$ cat src/rtl/garbage_scheduler.sv
// Battle-mode garbage scheduler: queues opponent attacks, cancels them with local
// clears, forwards the surplus as outgoing attacks and sequences row insertion.
module garbage_scheduler #(
   parameter int unsigned QUEUE_DEPTH = 8,
   parameter int unsigned MAX_INSERT  = 8
) (
   input  logic       clk,
   input  logic       rst,
   input  logic       mp_active,
   input  logic       garbage_in_valid,
   input  logic [4:0] garbage_in_lines,
   input  logic [3:0] garbage_in_hole,
   output logic       garbage_in_ready,
   input  logic       lines_sent_valid,
   input  logic [4:0] lines_sent,
   input  logic       piece_lock,
   output logic       insert_req,
   output logic [4:0] insert_lines,
   output logic [3:0] insert_hole,
   input  logic       insert_done,
   output logic       attack_valid,
   output logic [4:0] attack_lines,
   input  logic       attack_ready,
   output logic [7:0] pending_total
);
   localparam int unsigned LINE_W = 5;
   localparam int unsigned HOLE_W = 4;
   localparam int unsigned TOT_W  = 8;
   localparam int unsigned PTR_W  = $clog2(QUEUE_DEPTH);
   localparam int unsigned CNT_W  = PTR_W + 1;
   localparam logic [LINE_W-1:0] LINE_MAX    = '1;
   localparam logic [LINE_W-1:0] BUDGET_INIT = LINE_W'(MAX_INSERT);
   localparam logic [CNT_W-1:0]  DEPTH_C     = CNT_W'(QUEUE_DEPTH);

   typedef enum logic [1:0] {S_IDLE, S_CANCEL, S_INSERT, S_STEP} state_t;

   function automatic logic [LINE_W-1:0] sat_add(input logic [LINE_W-1:0] a,
                                                 input logic [LINE_W-1:0] b);
      logic [LINE_W:0] s;
      s = {1'b0, a} + {1'b0, b};
      return s[LINE_W] ? LINE_MAX : s[LINE_W-1:0];
   endfunction

   function automatic logic [LINE_W-1:0] min_l(input logic [LINE_W-1:0] a,
                                               input logic [LINE_W-1:0] b);
      return (a < b) ? a : b;
   endfunction

   state_t             state_q, state_d;
   logic [PTR_W-1:0]   rd_ptr_q, rd_ptr_d, wr_ptr_q, wr_ptr_d;
   logic [CNT_W-1:0]   count_q, count_d;
   logic [LINE_W-1:0]  sent_pending_q, sent_pending_d;
   logic               lock_pending_q, lock_pending_d;
   logic [LINE_W-1:0]  budget_q, budget_d;
   logic               insert_req_q, insert_req_d;
   logic [LINE_W-1:0]  insert_lines_q, insert_lines_d;
   logic [HOLE_W-1:0]  insert_hole_q, insert_hole_d;
   logic               attack_valid_q, attack_valid_d;
   logic [LINE_W-1:0]  attack_lines_q, attack_lines_d;
   logic [TOT_W-1:0]   pending_total_q, pending_total_d;

   logic [LINE_W-1:0]  mem_lines [QUEUE_DEPTH];
   logic [HOLE_W-1:0]  mem_hole  [QUEUE_DEPTH];

   logic               full, empty, push_en, pop_en, head_we, lock_set;
   logic [LINE_W-1:0]  head_lines, head_new, dec_amt, attack_add;
   logic [LINE_W-1:0]  sent_in, sent_eff, cancel_amt;
   logic [HOLE_W-1:0]  head_hole;

   assign full       = (count_q == DEPTH_C);
   assign empty      = (count_q == '0);
   assign head_lines = mem_lines[rd_ptr_q];
   assign head_hole  = mem_hole[rd_ptr_q];

   assign garbage_in_ready = ~full | ~mp_active;
   assign insert_req       = insert_req_q;
   assign insert_lines     = insert_lines_q;
   assign insert_hole      = insert_hole_q;
   assign attack_valid     = attack_valid_q;
   assign attack_lines     = attack_lines_q;
   assign pending_total    = pending_total_q;

   // Next-state, queue updates and outputs; flush overrides everything last
   always_comb begin
      state_d         = state_q;
      rd_ptr_d        = rd_ptr_q;
      wr_ptr_d        = wr_ptr_q;
      count_d         = count_q;
      budget_d        = budget_q;
      insert_req_d    = insert_req_q;
      insert_lines_d  = insert_lines_q;
      insert_hole_d   = insert_hole_q;
      attack_valid_d  = attack_valid_q;
      attack_lines_d  = attack_lines_q;
      pending_total_d = pending_total_q;
      pop_en          = 1'b0;
      head_we         = 1'b0;
      dec_amt         = '0;
      attack_add      = '0;
      cancel_amt      = '0;
      head_new        = head_lines;

      sent_in        = lines_sent_valid ? lines_sent : '0;
      sent_eff       = sat_add(sent_pending_q, sent_in);
      sent_pending_d = sent_eff;
      lock_set       = piece_lock & ~(lines_sent_valid & (lines_sent != '0));
      lock_pending_d = lock_pending_q | lock_set;
      push_en        = garbage_in_valid & mp_active & ~full & (garbage_in_lines != '0);

      case (state_q)
         S_IDLE: begin
            if (sent_eff != '0) begin
               state_d = S_CANCEL;
            end else if (lock_pending_d) begin
               if (!empty) begin
                  state_d        = S_INSERT;
                  budget_d       = BUDGET_INIT;
                  insert_req_d   = 1'b1;
                  insert_lines_d = min_l(head_lines, BUDGET_INIT);
                  insert_hole_d  = head_hole;
               end else begin
                  lock_pending_d = 1'b0;
               end
            end
         end
         S_CANCEL: begin
            if (empty) begin
               attack_add     = sent_pending_q;
               sent_pending_d = sent_in;
               state_d        = S_IDLE;
            end else begin
               cancel_amt     = min_l(sent_pending_q, head_lines);
               dec_amt        = cancel_amt;
               head_we        = 1'b1;
               head_new       = head_lines - cancel_amt;
               pop_en         = (head_new == '0);
               sent_pending_d = sat_add(sent_pending_q - cancel_amt, sent_in);
               if (sent_pending_q == cancel_amt) state_d = S_IDLE;
            end
         end
         S_INSERT: begin
            if (insert_done) begin
               dec_amt      = insert_lines_q;
               head_we      = 1'b1;
               head_new     = head_lines - insert_lines_q;
               pop_en       = (head_new == '0);
               budget_d     = budget_q - insert_lines_q;
               insert_req_d = 1'b0;
               state_d      = S_STEP;
            end
         end
         S_STEP: begin
            if ((budget_q == '0) || empty) begin
               lock_pending_d = 1'b0;
               state_d        = S_IDLE;
            end else begin
               state_d        = S_INSERT;
               insert_req_d   = 1'b1;
               insert_lines_d = min_l(head_lines, budget_q);
               insert_hole_d  = head_hole;
            end
         end
         default: state_d = S_IDLE;
      endcase

      // Accepted attack is replaced by any same-cycle addition
      if (attack_valid_q && attack_ready) begin
         attack_lines_d = attack_add;
         attack_valid_d = (attack_add != '0);
      end else begin
         attack_lines_d = sat_add(attack_lines_q, attack_add);
         attack_valid_d = attack_valid_q | (attack_add != '0);
      end

      if (push_en) wr_ptr_d = wr_ptr_q + PTR_W'(1);
      if (pop_en)  rd_ptr_d = rd_ptr_q + PTR_W'(1);
      count_d = count_q + CNT_W'(push_en) - CNT_W'(pop_en);
      pending_total_d = pending_total_q
                      + (push_en ? TOT_W'(garbage_in_lines) : TOT_W'(0))
                      - TOT_W'(dec_amt);

      if (!mp_active) begin
         state_d         = S_IDLE;
         rd_ptr_d        = '0;
         wr_ptr_d        = '0;
         count_d         = '0;
         sent_pending_d  = '0;
         lock_pending_d  = 1'b0;
         budget_d        = '0;
         insert_req_d    = 1'b0;
         insert_lines_d  = '0;
         insert_hole_d   = '0;
         attack_valid_d  = 1'b0;
         attack_lines_d  = '0;
         pending_total_d = '0;
         push_en         = 1'b0;
         pop_en          = 1'b0;
         head_we         = 1'b0;
      end
   end

   always_ff @(posedge clk) begin
      if (rst) begin
         state_q         <= S_IDLE;
         rd_ptr_q        <= '0;
         wr_ptr_q        <= '0;
         count_q         <= '0;
         sent_pending_q  <= '0;
         lock_pending_q  <= 1'b0;
         budget_q        <= '0;
         insert_req_q    <= 1'b0;
         insert_lines_q  <= '0;
         insert_hole_q   <= '0;
         attack_valid_q  <= 1'b0;
         attack_lines_q  <= '0;
         pending_total_q <= '0;
      end else begin
         state_q         <= state_d;
         rd_ptr_q        <= rd_ptr_d;
         wr_ptr_q        <= wr_ptr_d;
         count_q         <= count_d;
         sent_pending_q  <= sent_pending_d;
         lock_pending_q  <= lock_pending_d;
         budget_q        <= budget_d;
         insert_req_q    <= insert_req_d;
         insert_lines_q  <= insert_lines_d;
         insert_hole_q   <= insert_hole_d;
         attack_valid_q  <= attack_valid_d;
         attack_lines_q  <= attack_lines_d;
         pending_total_q <= pending_total_d;
      end
   end

   // Push slot and head slot never coincide: push needs ~full, head write needs ~empty
   always_ff @(posedge clk) begin
      if (push_en) begin
         mem_lines[wr_ptr_q] <= garbage_in_lines;
         mem_hole[wr_ptr_q]  <= garbage_in_hole;
      end
      if (head_we) mem_lines[rd_ptr_q] <= head_new;
   end
endmodule

$ cat config.mk
export PLATFORM = sky130hd
export DESIGN_NAME = garbage_scheduler
export DESIGN_NICKNAME = d
export VERILOG_FILES = /design/src/rtl/garbage_scheduler.sv
export SDC_FILE = /design/constraint.sdc
export NUM_CORES = 1
export LEC_CHECK = 0
export BUFFER_PORTS_ARGS = -buffer_cell sky130_fd_sc_hd__buf_4
export CORE_UTILIZATION = 60
export DETAILED_ROUTE_END_ITERATION = 16
export PLACE_DENSITY = 0.9
export SLEW_MARGIN = 20
export SYNTH_ARGS = -nofsm -noshare
export SYNTH_HDL_FRONTEND = slang
export SYNTH_SLANG_ARGS = --single-unit
$ cat constraint.sdc
create_clock -name clk -period 9.23 [get_ports clk]
set_input_delay 2.769 -clock clk [delete_from_list [all_inputs] [get_ports clk]]
set_output_delay 2.769 -clock clk [all_outputs]
set_load 0.05 [all_outputs]
==> results of run 1 <==
cells in the mapped netlist (10+ instances only):
cell,count
sky130_fd_sc_hd__a21oi_1,64
sky130_fd_sc_hd__nand2_1,52
sky130_fd_sc_hd__inv_1,66
sky130_fd_sc_hd__mux4_2,13
sky130_fd_sc_hd__dfxtp_1,50
sky130_fd_sc_hd__xor2_1,12
sky130_fd_sc_hd__nand2b_1,12
sky130_fd_sc_hd__nor2_1,81
sky130_fd_sc_hd__edfxtp_1,72
sky130_fd_sc_hd__o21ai_0,26
sky130_fd_sc_hd__mux2i_1,19
sky130_fd_sc_hd__o22ai_1,12
sky130_fd_sc_hd__fa_1,11
sky130_fd_sc_hd__and2_1,13
sky130_fd_sc_hd__a211oi_1,10
sky130_fd_sc_hd__clkbuf_1,19
sky130_fd_sc_hd__xnor2_1,16
sky130_fd_sc_hd__mux2_2,29
sky130_fd_sc_hd__a21o_1,12
sky130_fd_sc_hd__ha_1,58
power by group through the flow:
stage	logic, µW	registers (µW)	clock network (µW)
finish	363	606	676
global route	393	608	697
CTS	355	606	676
detailed placement	346	617	0
global placement	337	617	0
floorplan	238	641	0
worst paths after layout:
| path | startpoint | end | cells after the start |
|---|---|---|---|
| max | flop | count_q[2]$_SDFF_PP0_ | 26 |
| min | budget_q[2]$_SDFFE_PP0P_ | budget_q[2]$_SDFFE_PP0P_ | 2 |
| max reg2reg | flop | count_q[2]$_SDFF_PP0_ | 26 |
| min reg2reg | budget_q[2]$_SDFFE_PP0P_ | budget_q[2]$_SDFFE_PP0P_ | 2 |
per-layer routing:
| layer | GRT usage [%] | vias up |
|---|---|---|
| met4 | 16.24 | 0 |
| li1 | - | 2880 |
| met1 | 39.43 | 3038 |
| met2 | 49.17 | 415 |
| met5 | 0 | - |
| met3 | 8.421 | 68 |
worst max-delay path: cells and delay by family (launching register included):
family | cells | cell delay, ns
adders and majority gates | 5 | 1.30
xor gates and xnor gates | 1 | 0.15
and+or+nand+nor | 7 | 1.31
buffers and inverters | 4 | 0.62
AOI/OAI and AO/OA | 7 | 1.65
muxes | 2 | 0.92
DFF | 1 | 0.58
sequential cells by signal, indices dropped and copies added, names as in the netlist, 2 cells and up, named ones only:
name            cells
pending_total       8
insert_hole         4
count_q             4
state_q             2
rd_ptr_q            3
attack_lines        5
budget_q            5
sent_pending_q      5
mem_lines          40
wr_ptr_q            3
mem_hole           32
insert_lines        5
final cells by class:
cell class	count	area share (%)
clock buffers	17	4.810
clock inverters	15	1.910
inverters	67	2.844
multi-input cells	554	47.99
flip-flops and latches	122	35.77
well taps	172	2.433
repair buffers	50	4.244
metrics by stage:
stage | instances | hold WS [ns] | total power (µW) | instance area, µm²
detailed placement | 965 | 0.4962 | 963.3 | 8244
CTS | 997 | 0.5062 | 1637 | 8838
floorplan | 772 | 0.4622 | 879.6 | 7785
finish | 997 | 0.4982 | 1646 | 8843
global placement | 965 | 0.4791 | 954.1 | 8244
global route | 997 | 0.5324 | 1698 | 8843
cells by family after synthesis:
| group | Yosys count | share of synthesized area (%) |
|---|---|---|
| adders and majority gates | 69 | 12.15 |
| xor gates and xnor gates | 29 | 3.359 |
| buffers and inverters | 96 | 4.918 |
| AOI/OAI and AO/OA | 177 | 14.66 |
| DFF | 122 | 40.63 |
| and+or+nand+nor | 214 | 13.02 |
| muxes | 65 | 11.27 |
==> flow_results.org, run 1 <==
** Status
- Result of the run :: complete, no violations

** Power
- Leakage power figure :: 0.003453 µW
- Power Internal :: 1116 µW
- Net switching is 32.21% of the power.
- Areal power density over the cells :: 186.1 mW/mm²
- Share of power burned in combinational logic :: 22.0%
- Reported net switching power :: 530.1 µW
- Sequential cells burn 36.8% of the power.
- Worst-case vdd ir drop :: 0.1659 mV
- Clock network fraction of design power :: 41.1%

** Yosys
- By area the synthesized netlist is led by sky130_fd_sc_hd__edfxtp_1, sky130_fd_sc_hd__dfxtp_1, sky130_fd_sc_hd__ha_1.
- Flip-flop cell with the highest count after synthesis :: sky130_fd_sc_hd__edfxtp_1
- Each instance of the synthesized netlist takes up on average 10.08 µm².
- For this run, asynchronously set or reset flops after synthesis account for 0%.
- Area of the mapped netlist :: 0.007785 mm²
- Count of flip-flops with a built-in enable after synthesis :: 72
- Top-area cell type share of the netlist area :: 27.77%
- Of the synthesized area, sequential elements account for 40.63%.
- Post-synthesis cell count :: 772
- Net count after synthesis :: 863
- Yosys mapped the design onto 66 distinct sky130hd cell types.
- The synthesized design contains 122 register bits.
- Dominant cell type by area after synthesis :: sky130_fd_sc_hd__edfxtp_1
- Syn. warnings :: 0

** Routing
- Using the TritonRoute via totals, the vias-per-cell ratio works out to 6.420.
- Number of remaining DRC errors :: 0
- Detailed routing placed a total of 2132 µm of wire on met3.
- In this run the remaining antenna-violating nets after routing total 0.
- Met2 routed wirelength :: 9339 µm
- Met1 Wirelength :: 7612 µm
- In this run, the number of DRC markers left after iteration 0 of detailed routing was 699.
- DR vias :: 6401
- Iteration count of the initial detailed-routing pass :: 6
- Top layer in use :: met4
- Summed over all layers, the routed wires come to 19730 µm.
- Dividing the detail-routed wire length by the instance count gives 19.79 µm.

** Die
- Boundary pin count :: 47
- Core outline area :: 0.01262 mm²
- Die Ht :: 115.9 µm
- Die footprint :: 0.01343 mm²
- Die extent in x :: 115.9 µm
- # rows :: 41
- The initial utilization of the core area, before any placement, comes to 61.69%.

** Clock tree
- For the worst-skew pair, the clock arrives at the later sink with an insertion delay of 0.43 ns.
- TritonCTS created 17 clock buffers.
- Clock-pin slew was measured on the worst setup and hold paths at 0.06 ns.
- The clock drives 122 sinks.
- TritonCTS built the clock tree.
- Number of H-tree branching levels :: 4
- Clock root buffer :: sky130_fd_sc_hd__clkbuf_16
- Maximum clock path buffer count :: 2
- Gates resized during post-CTS repair numbered 0.
- Number of buffers added for setup after CTS :: 0
- After clock tree synthesis, the flow added hold-fix buffers numbering 0.

** Timing
- Max-slew headroom at the worst pin :: 20.78%
- The worst path in the final design needs a cycle of 6.691 ns, including I/O delays and setup.
- Crit share post-route :: 72.50%
- The max-slew violation total from the final report came to 0.
- Setup total negative slack on the finished layout was measured at 0 ns.
- The number of hold violations in the final report was 0.
- Maximum clock skew at final layout :: 0.01209 ns
- Setup violations remaining at the end of the flow were counted as 0.
- For the pin with the worst max-slew slack, the measured transition is 1.186 ns.
- Unrepaired setup endpoints after global routing :: no
- For this run, the top clock speed supported by timing is 149.4 MHz.
- Across all setup checks in the final design, the least slack found is 2.539 ns.

** Setup path
- Data on the critical path arrives at its endpoint at 6.99 ns.
- The largest single stage delay on the critical path is 0.59 ns.
- Worst setup path class :: flop to flop
- For the worst setup path, the data required time is 9.52 ns.
- Launching element type of the critical path :: flop
- STA classifies the critical path endpoint as a flop.
- Largest fanout on the critical path :: 15
- Among the stages of the critical path, the cell type that occurs most often is sky130_fd_sc_hd__ha_1.
- Slack of the worst reg-to-reg path :: 2.54 ns
- Crit path max-delay cell type :: sky130_fd_sc_hd__mux4_1

** Cells and area
- In the final layout, the multi-input gates occupy 0.004244 mm².
- Antenna diodes :: 0
- Layout-stage area growth over the synthesis result :: 13.60%
- Share of final-layout standard cells stronger than drive strength 1 :: 17.33%
- Fillers :: 872
- Fraction of the core area covered by cells at the end of the flow :: 70.08%
- At the end of the flow, the number of nets in the layout was 903.
- Leaving out fill and tap cells, the most frequent cells in the layout are sky130_fd_sc_hd__nor2_1, sky130_fd_sc_hd__edfxtp_1, sky130_fd_sc_hd__inv_1.
- The sequential cells in the finished layout cover a total of 0.003163 mm².
- Most frequent standard cell in the layout excluding fill and tap cells :: sky130_fd_sc_hd__nor2_1

** GRT
- The via count of the first global-routing pass is 6153.
- Antenna violations before repair :: 0
- The first global-routing pass estimated 31330 µm of wire.
- Summed over all layers, the global routing overflow is 0.
- Pin count of the biggest net entering global routing :: 42
- Across every metal layer, demand over resource in global routing totals 31.19%.

** Placement
- Number of port buffers :: 46
- Sum of net half-perimeters after detailed placement :: 13320 µm
- Worst slack at placement :: 3.040 ns
- Routability-driven placement finished with a final weighted congestion of 0.9529.

** Run
- Max-cap violations in this run came to 0.

** Hold path
- Kind of path behind the tightest hold check :: flop to flop
(Power assumes the default switching activity.)
==> inputs of run 2 (changes only) <==
Clock period 9.23 ns to 6.3 ns, I/O delays scaled along.
==> run 2 against run 1 <==
Against the previous run: combinational power is 47% higher; final area grew 0.40%; sequential cell count unchanged; register-to-register slack lost 2.1 ns; total power is 43% higher; sequential share of layout area fell by 0.13 points; first-iteration DRC count grew 31%; utilization increased by 0.28 points; die area is the same; clock skew down 0.0027 ns; critical path depth down 1; worst hold slack gained 0.0061 ns.
==> flow_results.org, run 2 (synthesis gave the netlist of run 1 again) <==
** Die
- The starting density of the core is 61.69% (unchanged).
- The cell row count is 41 (unchanged).
- Boundary pin count :: 47 (unchanged)
- The height of the chip came to 115.9 µm (unchanged).
- Core outline area :: 0.01262 mm² (unchanged)
- The horizontal die dimension came to 115.9 µm (unchanged).
- The die area was 0.01343 mm² (unchanged).

** Setup path
- By startpoint and endpoint, the worst setup path is classified as flop to flop.
- The worst setup path is launched from a flop.
- The worst setup path is captured at a flop.
- Largest fanout on the critical path :: 8 (-7)
- The data required time at the worst endpoint came to 6.60 ns (-2.92 ns).
- The data arrival time of the critical path was 6.14 ns (-0.85 ns).

** Cells and area
- Largest register by flop count :: mem_lines
- The post-layout instance area was 0.008879 mm² (+0.40%).
- Number of flip-flops in the largest register :: 40 (unchanged)
- Number of nets in the finished design :: 910 (+0.78%)
- Commonest cells after routing, fill and taps aside :: sky130_fd_sc_hd__nor2_1, sky130_fd_sc_hd__edfxtp_1, sky130_fd_sc_hd__inv_1
- The final design utilization came to 70.35% (+0.28 points).
- Antenna diodes :: 0 (unchanged)
- The area growth from synthesis to layout is 14.05%.
- The number of fillers in the final layout came to 843 (-3.3%).
- Most frequent standard cell in the layout excluding fill and tap cells :: sky130_fd_sc_hd__nor2_1
- FF+latch area :: 0.003164 mm² (about the same)
- The multi-input logic area was 0.004259 mm² (+0.35%).
- Share of final-layout standard cells stronger than drive strength 1 :: 18.51% (+1.2 points)

** Timing
- Total count of hold-check failures in the final report :: 0 (unchanged)
- Maximum clock skew at final layout :: 0.009414 ns (-0.002680 ns)
- The max-slew violation total from the final report was 0 (unchanged).
- Crit share post-route :: 92.79% (+20 points)
- The final-report setup violation count came to 0 (unchanged).
- FMAX :: 171.1 MHz (+14%)
- The worst hold-check slack was 0.5043 ns (+0.006137 ns).
- The slew at the pin with the worst max-slew slack came to 0.9516 ns (-0.2341 ns).
- Unrepaired setup endpoints after global routing :: no
- Final worst path period need :: 5.846 ns (-0.8456 ns)
- Max-slew headroom at the worst pin :: 35.89% (+15 points)
- The summed negative setup slack over all endpoints came to 0 ns (unchanged).

** Clock tree
- Clock tree synthesis selected as its root buffer the cell sky130_fd_sc_hd__clkbuf_16.
- The clock latency on the worst-skew pair came to 0.44 ns (about the same).
- The buffer levels on the longest clock path was 2 (unchanged).
- CTS clk-pin slew, worst paths :: 0.06 ns (about the same)
- Total clock buffers created by CTS :: 17 (unchanged)
- Number of H-tree branching levels :: 4 (unchanged)
- The number of clock sinks seen by CTS is 122 (unchanged).
- Clock tree from TritonCTS :: built

** Routing
- Number of remaining DRC errors :: 0 (unchanged)
- DR vias :: 6429 (+0.44%)
- The final routed wire length divided by cell count is 20.78 µm (+5.0%).
- The remaining antenna violation count after routing is 0 (unchanged).
- Iteration count of the initial detailed-routing pass :: 6 (unchanged)
- Number of DRC markers after the initial detailed-route iteration :: 918 (+31%)
- DRT Wirelength :: 20860 µm (+5.8%)
- The vias per cell was 6.403 (-0.26%).

** Power
- The leakage power summed over all cells was 0.003467 µW (+0.41%).
- The worst-case vdd ir drop came to 0.2404 mV (+45%).
- Areal power density over the cells :: 264.6 mW/mm² (+42%)
- The overall power of the completed layout is 2349 µW (+43%).

** GRT
- The total congestion overflow was 0 (unchanged).
- Antenna violations before repair :: 0 (unchanged)
- The via count of the first global-routing pass was 6415 (+4.3%).
- Pin count of the biggest net entering global routing :: 42 (unchanged)
- Global-route total usage across every layer :: 33.10% (+1.9 points)
- Wire length of the first global-routing pass :: 32990 µm (+5.3%)

** Hold path
- Kind of path behind the tightest hold check :: flop to flop

** Placement
- The number of port buffers came to 46 (unchanged).
- The area of placed instances came to 0.008302 mm² (+0.70%).
- GPL Wtd Cong :: 0.9403 (-1.3%)
- The HPWL after detailed placement came to 13770 µm (+3.4%).

** Run
- The number of max-cap violations was 0 (unchanged).

** Status
- The flow ran to the end, and the final reports show no timing, DRC or antenna violations.
run 2: cell count changes in the layout (fill, tap and decap cells not counted), sizes merged:
cell / previous run / this run
buf: 50 / 57
bufinv: 1 / 0
clkinvlp: 1 / 4
clkinv: 3 / 5
inv: 77 / 73
run 2: what timing repair did:
item | 4_1_cts | 5_1_grt
setup buffers | 0 | 0
hold buffers | 0 | 0
endpoints found under the setup margin | 0 | 1
resized for setup | 0 | 1
run 2: through the flow:
stage                     cells  setup slack [ns]
after floorplan             772             1.068
after global placement      972            0.7545
after detailed placement    972            0.6041
after CTS                  1004            0.4694
after global routing       1004           0.08485
final                      1004            0.4541
run 2: final cells by class:
type                    instances  share of cell area [%]
multi-input cells             554                   47.97
repair buffers                 57                   4.820
clock inverters                15                   1.522
well taps                     172                   2.424
inverters                      67                   2.833
flip-flops and latches        122                   35.64
clock buffers                  17                   4.791
run 2: power by group:
group          internal [µW]  leakage, µW  switching, µW  total (µW)
logic                    205      0.00215            327         532
clock network            516     0.000264            412         928
registers                866      0.00106           22.5         889
run 2: path summary, 6_finish.rpt:
check	startpoint	end	slack, ns	cells past startpoint
worst min register to register	budget_q[2]$_SDFFE_PP0P_	budget_q[2]$_SDFFE_PP0P_	0.50	2
worst max register to register	flop	count_q[2]$_SDFF_PP0_	0.45	25
worst max-delay path	flop	count_q[2]$_SDFF_PP0_	0.45	25
worst min-delay path	budget_q[2]$_SDFFE_PP0P_	budget_q[2]$_SDFFE_PP0P_	0.50	2
run 2: worst max-delay path: stages, from the launching register on:
cell                       delay [ns]
sky130_fd_sc_hd__dfxtp_1         0.60
sky130_fd_sc_hd__mux4_1          0.60
sky130_fd_sc_hd__mux2_4          0.33
sky130_fd_sc_hd__inv_1           0.17
sky130_fd_sc_hd__ha_1            0.28
sky130_fd_sc_hd__a21oi_1         0.19
sky130_fd_sc_hd__and3_1          0.21
sky130_fd_sc_hd__nand3_1         0.10
sky130_fd_sc_hd__nand2_1         0.11
sky130_fd_sc_hd__nand2_1         0.06
sky130_fd_sc_hd__o21ai_0         0.18
sky130_fd_sc_hd__ha_1            0.27
sky130_fd_sc_hd__inv_1           0.07
sky130_fd_sc_hd__ha_1            0.22
sky130_fd_sc_hd__o21bai_2        0.23
sky130_fd_sc_hd__a21oi_1         0.13
sky130_fd_sc_hd__o21ai_0         0.15
sky130_fd_sc_hd__a211oi_1        0.29
sky130_fd_sc_hd__a31oi_2         0.26
sky130_fd_sc_hd__or2_2           0.37
sky130_fd_sc_hd__nand2_1         0.08
sky130_fd_sc_hd__ha_1            0.16
sky130_fd_sc_hd__inv_1           0.05
sky130_fd_sc_hd__fa_1            0.38
sky130_fd_sc_hd__xor2_1          0.15
sky130_fd_sc_hd__nor2_1          0.06
run 2: per-layer routing:
| metal | routed length (µm) | global-route usage, % | vias up |
|---|---|---|---|
| li1 | - | - | 2894 |
| met1 | 7811 | 41.03 | 2977 |
| met2 | 9937 | 53.57 | 457 |
| met3 | 2279 | 8.264 | 101 |
| met4 | 835 | 17.44 | 0 |
| met5 | 0 | 0 | - |
==> inputs of run 3 (changes only) <==
Settings changed: CORE_UTILIZATION 60 to 45, PLACE_DENSITY 0.9 to 0.73.
==> run 3 against run 2 <==
Against the previous run: cell count increased by 4.7%; clock skew increased by 0.0028 ns; combinational power decreased by 3%; first-iteration DRC count decreased by 42%; critical path depth unchanged; clock power increased by 2.6%; critical path type unchanged; largest power group unchanged.
==> flow_results.org, run 3 (synthesis gave the netlist of run 1 again) <==
** Status
- Result of the run :: complete, no violations

** Power
- Power Internal :: 1621 µW (+2.1%)
- Share of power burned in combinational logic :: 21.9% (-0.8 points)
- Clock network fraction of design power :: 40.4% (+0.9 points)
- The switching component of the power came to 737.3 µW (-3.2%).
- The worst-case vdd ir drop was 0.2212 mV (-8.0%).
- Leakage power figure :: 0.003470 µW (about the same)
- Net Sw Frac :: 31.27% (-1.2 points)
- The power density over the cells is 264.1 mW/mm² (-0.18%).
- The share of total power in sequential cells was 37.7% (about the same).

** Setup path
- Buffers & Inverters on Critical Path :: 3 (unchanged)
- Crit-path max cell delay :: 0.68 ns (+0.08 ns)
- Largest fanout on the critical path :: 14 (+6)
- Launching element type of the critical path :: flop
- Worst endpoint required time :: 6.60 ns (about the same)
- Critical path's top delay family :: compound AO/OA/AOI/OAI gates
- The critical path is of the flop to flop type.
- By instance count, the cell type seen most on the critical path is sky130_fd_sc_hd__ha_1.
- Worst path arrival time :: 6.13 ns (about the same)
- Category of the worst setup path capture point :: flop
- Crit path max-delay cell type :: sky130_fd_sc_hd__dfxtp_1

** Routing
- The met3 layer wire length in the routed design is 1225 µm (-46%).
- Antenna Violating Nets Remaining :: 0 (unchanged)
- DR vias :: 5979 (-7.0%)
- Number of DRC markers after the initial detailed-route iteration :: 531 (-42%)
- The final routed wire length divided by cell count was 17.88 µm (-14%).
- The vias per cell came to 5.689 (-11%).
- Top layer in use :: met4
- The total routed wire length on the met1 layer was 8579 µm (+9.8%).
- Met2 routed wirelength :: 8496 µm (-15%)
- DRT Wirelength :: 18790 µm (-9.9%)
- The DRC violation count after routing came to 0 (unchanged).
- The iteration count of the initial detailed-routing pass came to 5 (-1).

** Clock tree
- The number of buffers added by the clock tree synthesis step came to 17 (unchanged).
- Count of instances resized after the clock tree is built :: 0 (unchanged)
- The number of levels in the clock H-tree is 4 (unchanged).
- The buffer count from post-CTS setup fixing was 0 (unchanged).
- CTS clk-pin slew, worst paths :: 0.06 ns (about the same)
- Number of hold-repair buffers added at the cts stage :: 0 (unchanged)
- The buffer levels on the longest clock path came to 2 (unchanged).
- Clk sinks :: 122 (unchanged)
- Clock root buffer :: sky130_fd_sc_hd__clkbuf_16
- Clock tree from TritonCTS :: built
- The clock latency on the worst-skew pair came to 0.43 ns (about the same).

** Cells and area
- The number of fillers in the final layout was 1464 (+74%).
- Share of final-layout standard cells stronger than drive strength 1 :: 17.93% (-0.58 points)
- Commonest cells after routing, fill and taps aside :: sky130_fd_sc_hd__nor2_1, sky130_fd_sc_hd__edfxtp_1, sky130_fd_sc_hd__inv_1
- The total inserted antenna cells came to 0 (unchanged).
- Relative to the synthesized area, the layout overhead comes to 14.67%.
- The net count of the finished layout was 909 (-0.11%).
- Largest register by flop count :: mem_lines
- The post-layout instance area is 0.008927 mm² (+0.55%).
- Number of flip-flops in the largest register :: 40 (unchanged)
- Most frequent standard cell in the layout excluding fill and tap cells :: sky130_fd_sc_hd__nor2_1

** Timing
- The share of the clock period used by the worst path after layout was 92.60% (-0.19 points).
- Final worst path period need :: 5.834 ns (-0.01189 ns)
- Max-slew headroom at the worst pin :: 27.07% (-8.8 points)
- The upper clock frequency limit is 171.4 MHz (+0.20%).
- The max-slew violation total from the final report was 0 (unchanged).
- Final Setup Violations :: 0 (unchanged)
- Setup repair after global routing left no endpoint under its margin.
- The number of hold violations in the final report is 0 (unchanged).
- Tightest Pin Transition :: 1.092 ns (+0.1400 ns)
- Total negative setup slack :: 0 ns (unchanged)
- Maximum clock skew at final layout :: 0.01219 ns (+0.002775 ns)

** Hold path
- Kind of path behind the tightest hold check :: flop to flop

** Die
- Die Ht :: 133.5 µm (+15%)
- The number of ports placed on the die boundary was 47 (unchanged).
- The die area came to 0.01783 mm² (+33%).
- The cell row count was 47 (+15%).
- Initial standard-cell utilization of the core :: 46.45% (-15 points)
- The horizontal die dimension was 133.5 µm (+15%).
- Core outline area :: 0.01676 mm² (+33%)

** GRT
- The total congestion overflow is 0 (unchanged).
- Antenna violations before repair :: 0 (unchanged)
- Global-route total usage across every layer :: 22.56% (-11 points)
- Wire length of the first global-routing pass :: 30890 µm (-6.4%)
- Pin count of the biggest net entering global routing :: 42 (unchanged)
- Vias in the first global route :: 5812 (-9.4%)

** Placement
- The number of port buffers came to 46 (unchanged).
- Sum of net half-perimeters after detailed placement :: 13750 µm (-0.16%)
- The area of placed instances is 0.008349 mm² (+0.57%).
- GPL Wtd Cong :: 0.9085 (-3.4%)

** Run
- Maxcap violations :: 0 (unchanged)
run 3: worst paths after layout:
path	startpoint	endpoint	slack, ns	cells past startpoint
worst max-delay path	flop	count_q[2]$_SDFF_PP0_	0.47	25
worst min-delay path	insert_req$_SDFFE_PP0P_	insert_req$_SDFFE_PP0P_	0.50	2
worst max register to register	flop	count_q[2]$_SDFF_PP0_	0.47	25
worst min register to register	insert_req$_SDFFE_PP0P_	insert_req$_SDFFE_PP0P_	0.50	2
run 3: cell type report:
class / count / area, µm² / share of cell area (%)
Multi-Input combinational cell: 554 / 4244 / 47.54
Sequential cell: 122 / 3164 / 35.44
Clock buffer: 18 / 429.2 / 4.807
Timing Repair Buffer: 56 / 420.4 / 4.709
Tap cell: 220 / 275.3 / 3.083
Inverter: 67 / 251.5 / 2.817
Clock inverter: 14 / 142.6 / 1.598
run 3: routing by layer:
metal | track usage (%) | vias up
li1 | - | 2883
met1 | 31.29 | 2829
met2 | 34.32 | 230
met3 | 4.604 | 37
met4 | 9.280 | 0
met5 | 0 | -
run 3: worst reg2reg max path, stage by stage (launching register included):
cell and delay (ns):
sky130_fd_sc_hd__dfxtp_1 0.68, sky130_fd_sc_hd__mux4_2 0.40, sky130_fd_sc_hd__mux2_4 0.33, sky130_fd_sc_hd__inv_1 0.14, sky130_fd_sc_hd__ha_1 0.26, sky130_fd_sc_hd__a21oi_1 0.21, sky130_fd_sc_hd__and3_1 0.21, sky130_fd_sc_hd__nand3_1 0.10
sky130_fd_sc_hd__nand2_1 0.29, sky130_fd_sc_hd__nand2_1 0.10, sky130_fd_sc_hd__o21ai_0 0.17, sky130_fd_sc_hd__ha_1 0.27, sky130_fd_sc_hd__inv_1 0.08, sky130_fd_sc_hd__ha_1 0.21, sky130_fd_sc_hd__o21bai_2 0.21, sky130_fd_sc_hd__a21oi_1 0.13
sky130_fd_sc_hd__o21ai_0 0.16, sky130_fd_sc_hd__a211oi_1 0.31, sky130_fd_sc_hd__a31oi_2 0.22, sky130_fd_sc_hd__or2_2 0.35, sky130_fd_sc_hd__nand2_1 0.07, sky130_fd_sc_hd__ha_1 0.16, sky130_fd_sc_hd__inv_1 0.05, sky130_fd_sc_hd__fa_1 0.37
sky130_fd_sc_hd__xor2_1 0.15, sky130_fd_sc_hd__nor2_1 0.05
run 3: through the flow:
step | instances | hold slack, ns | power [µW] | setup WS (ns) | util, %
after floorplan | 772 | 0.4622 | 1289 | 1.068 | -
after global placement | 1019 | 0.4761 | 1407 | 0.7270 | 49.82
after detailed placement | 1019 | 0.4943 | 1412 | 0.5107 | 49.82
after CTS | 1051 | 0.5044 | 2358 | 0.4605 | 53.23
after global routing | 1051 | 0.5308 | 2452 | 0.06528 | 53.27
final | 1051 | 0.5004 | 2358 | 0.4660 | 53.27
run 3: power groups by stage:
| stage | sequential, µW | clock [µW] | combinational (µW) |
|---|---|---|---|
| floorplan | 939 | 0 | 349 |
| global placement | 904 | 0 | 502 |
| detailed placement | 904 | 0 | 508 |
| CTS | 888 | 958 | 512 |
| global route | 891 | 992 | 570 |
| finish | 889 | 952 | 517 |
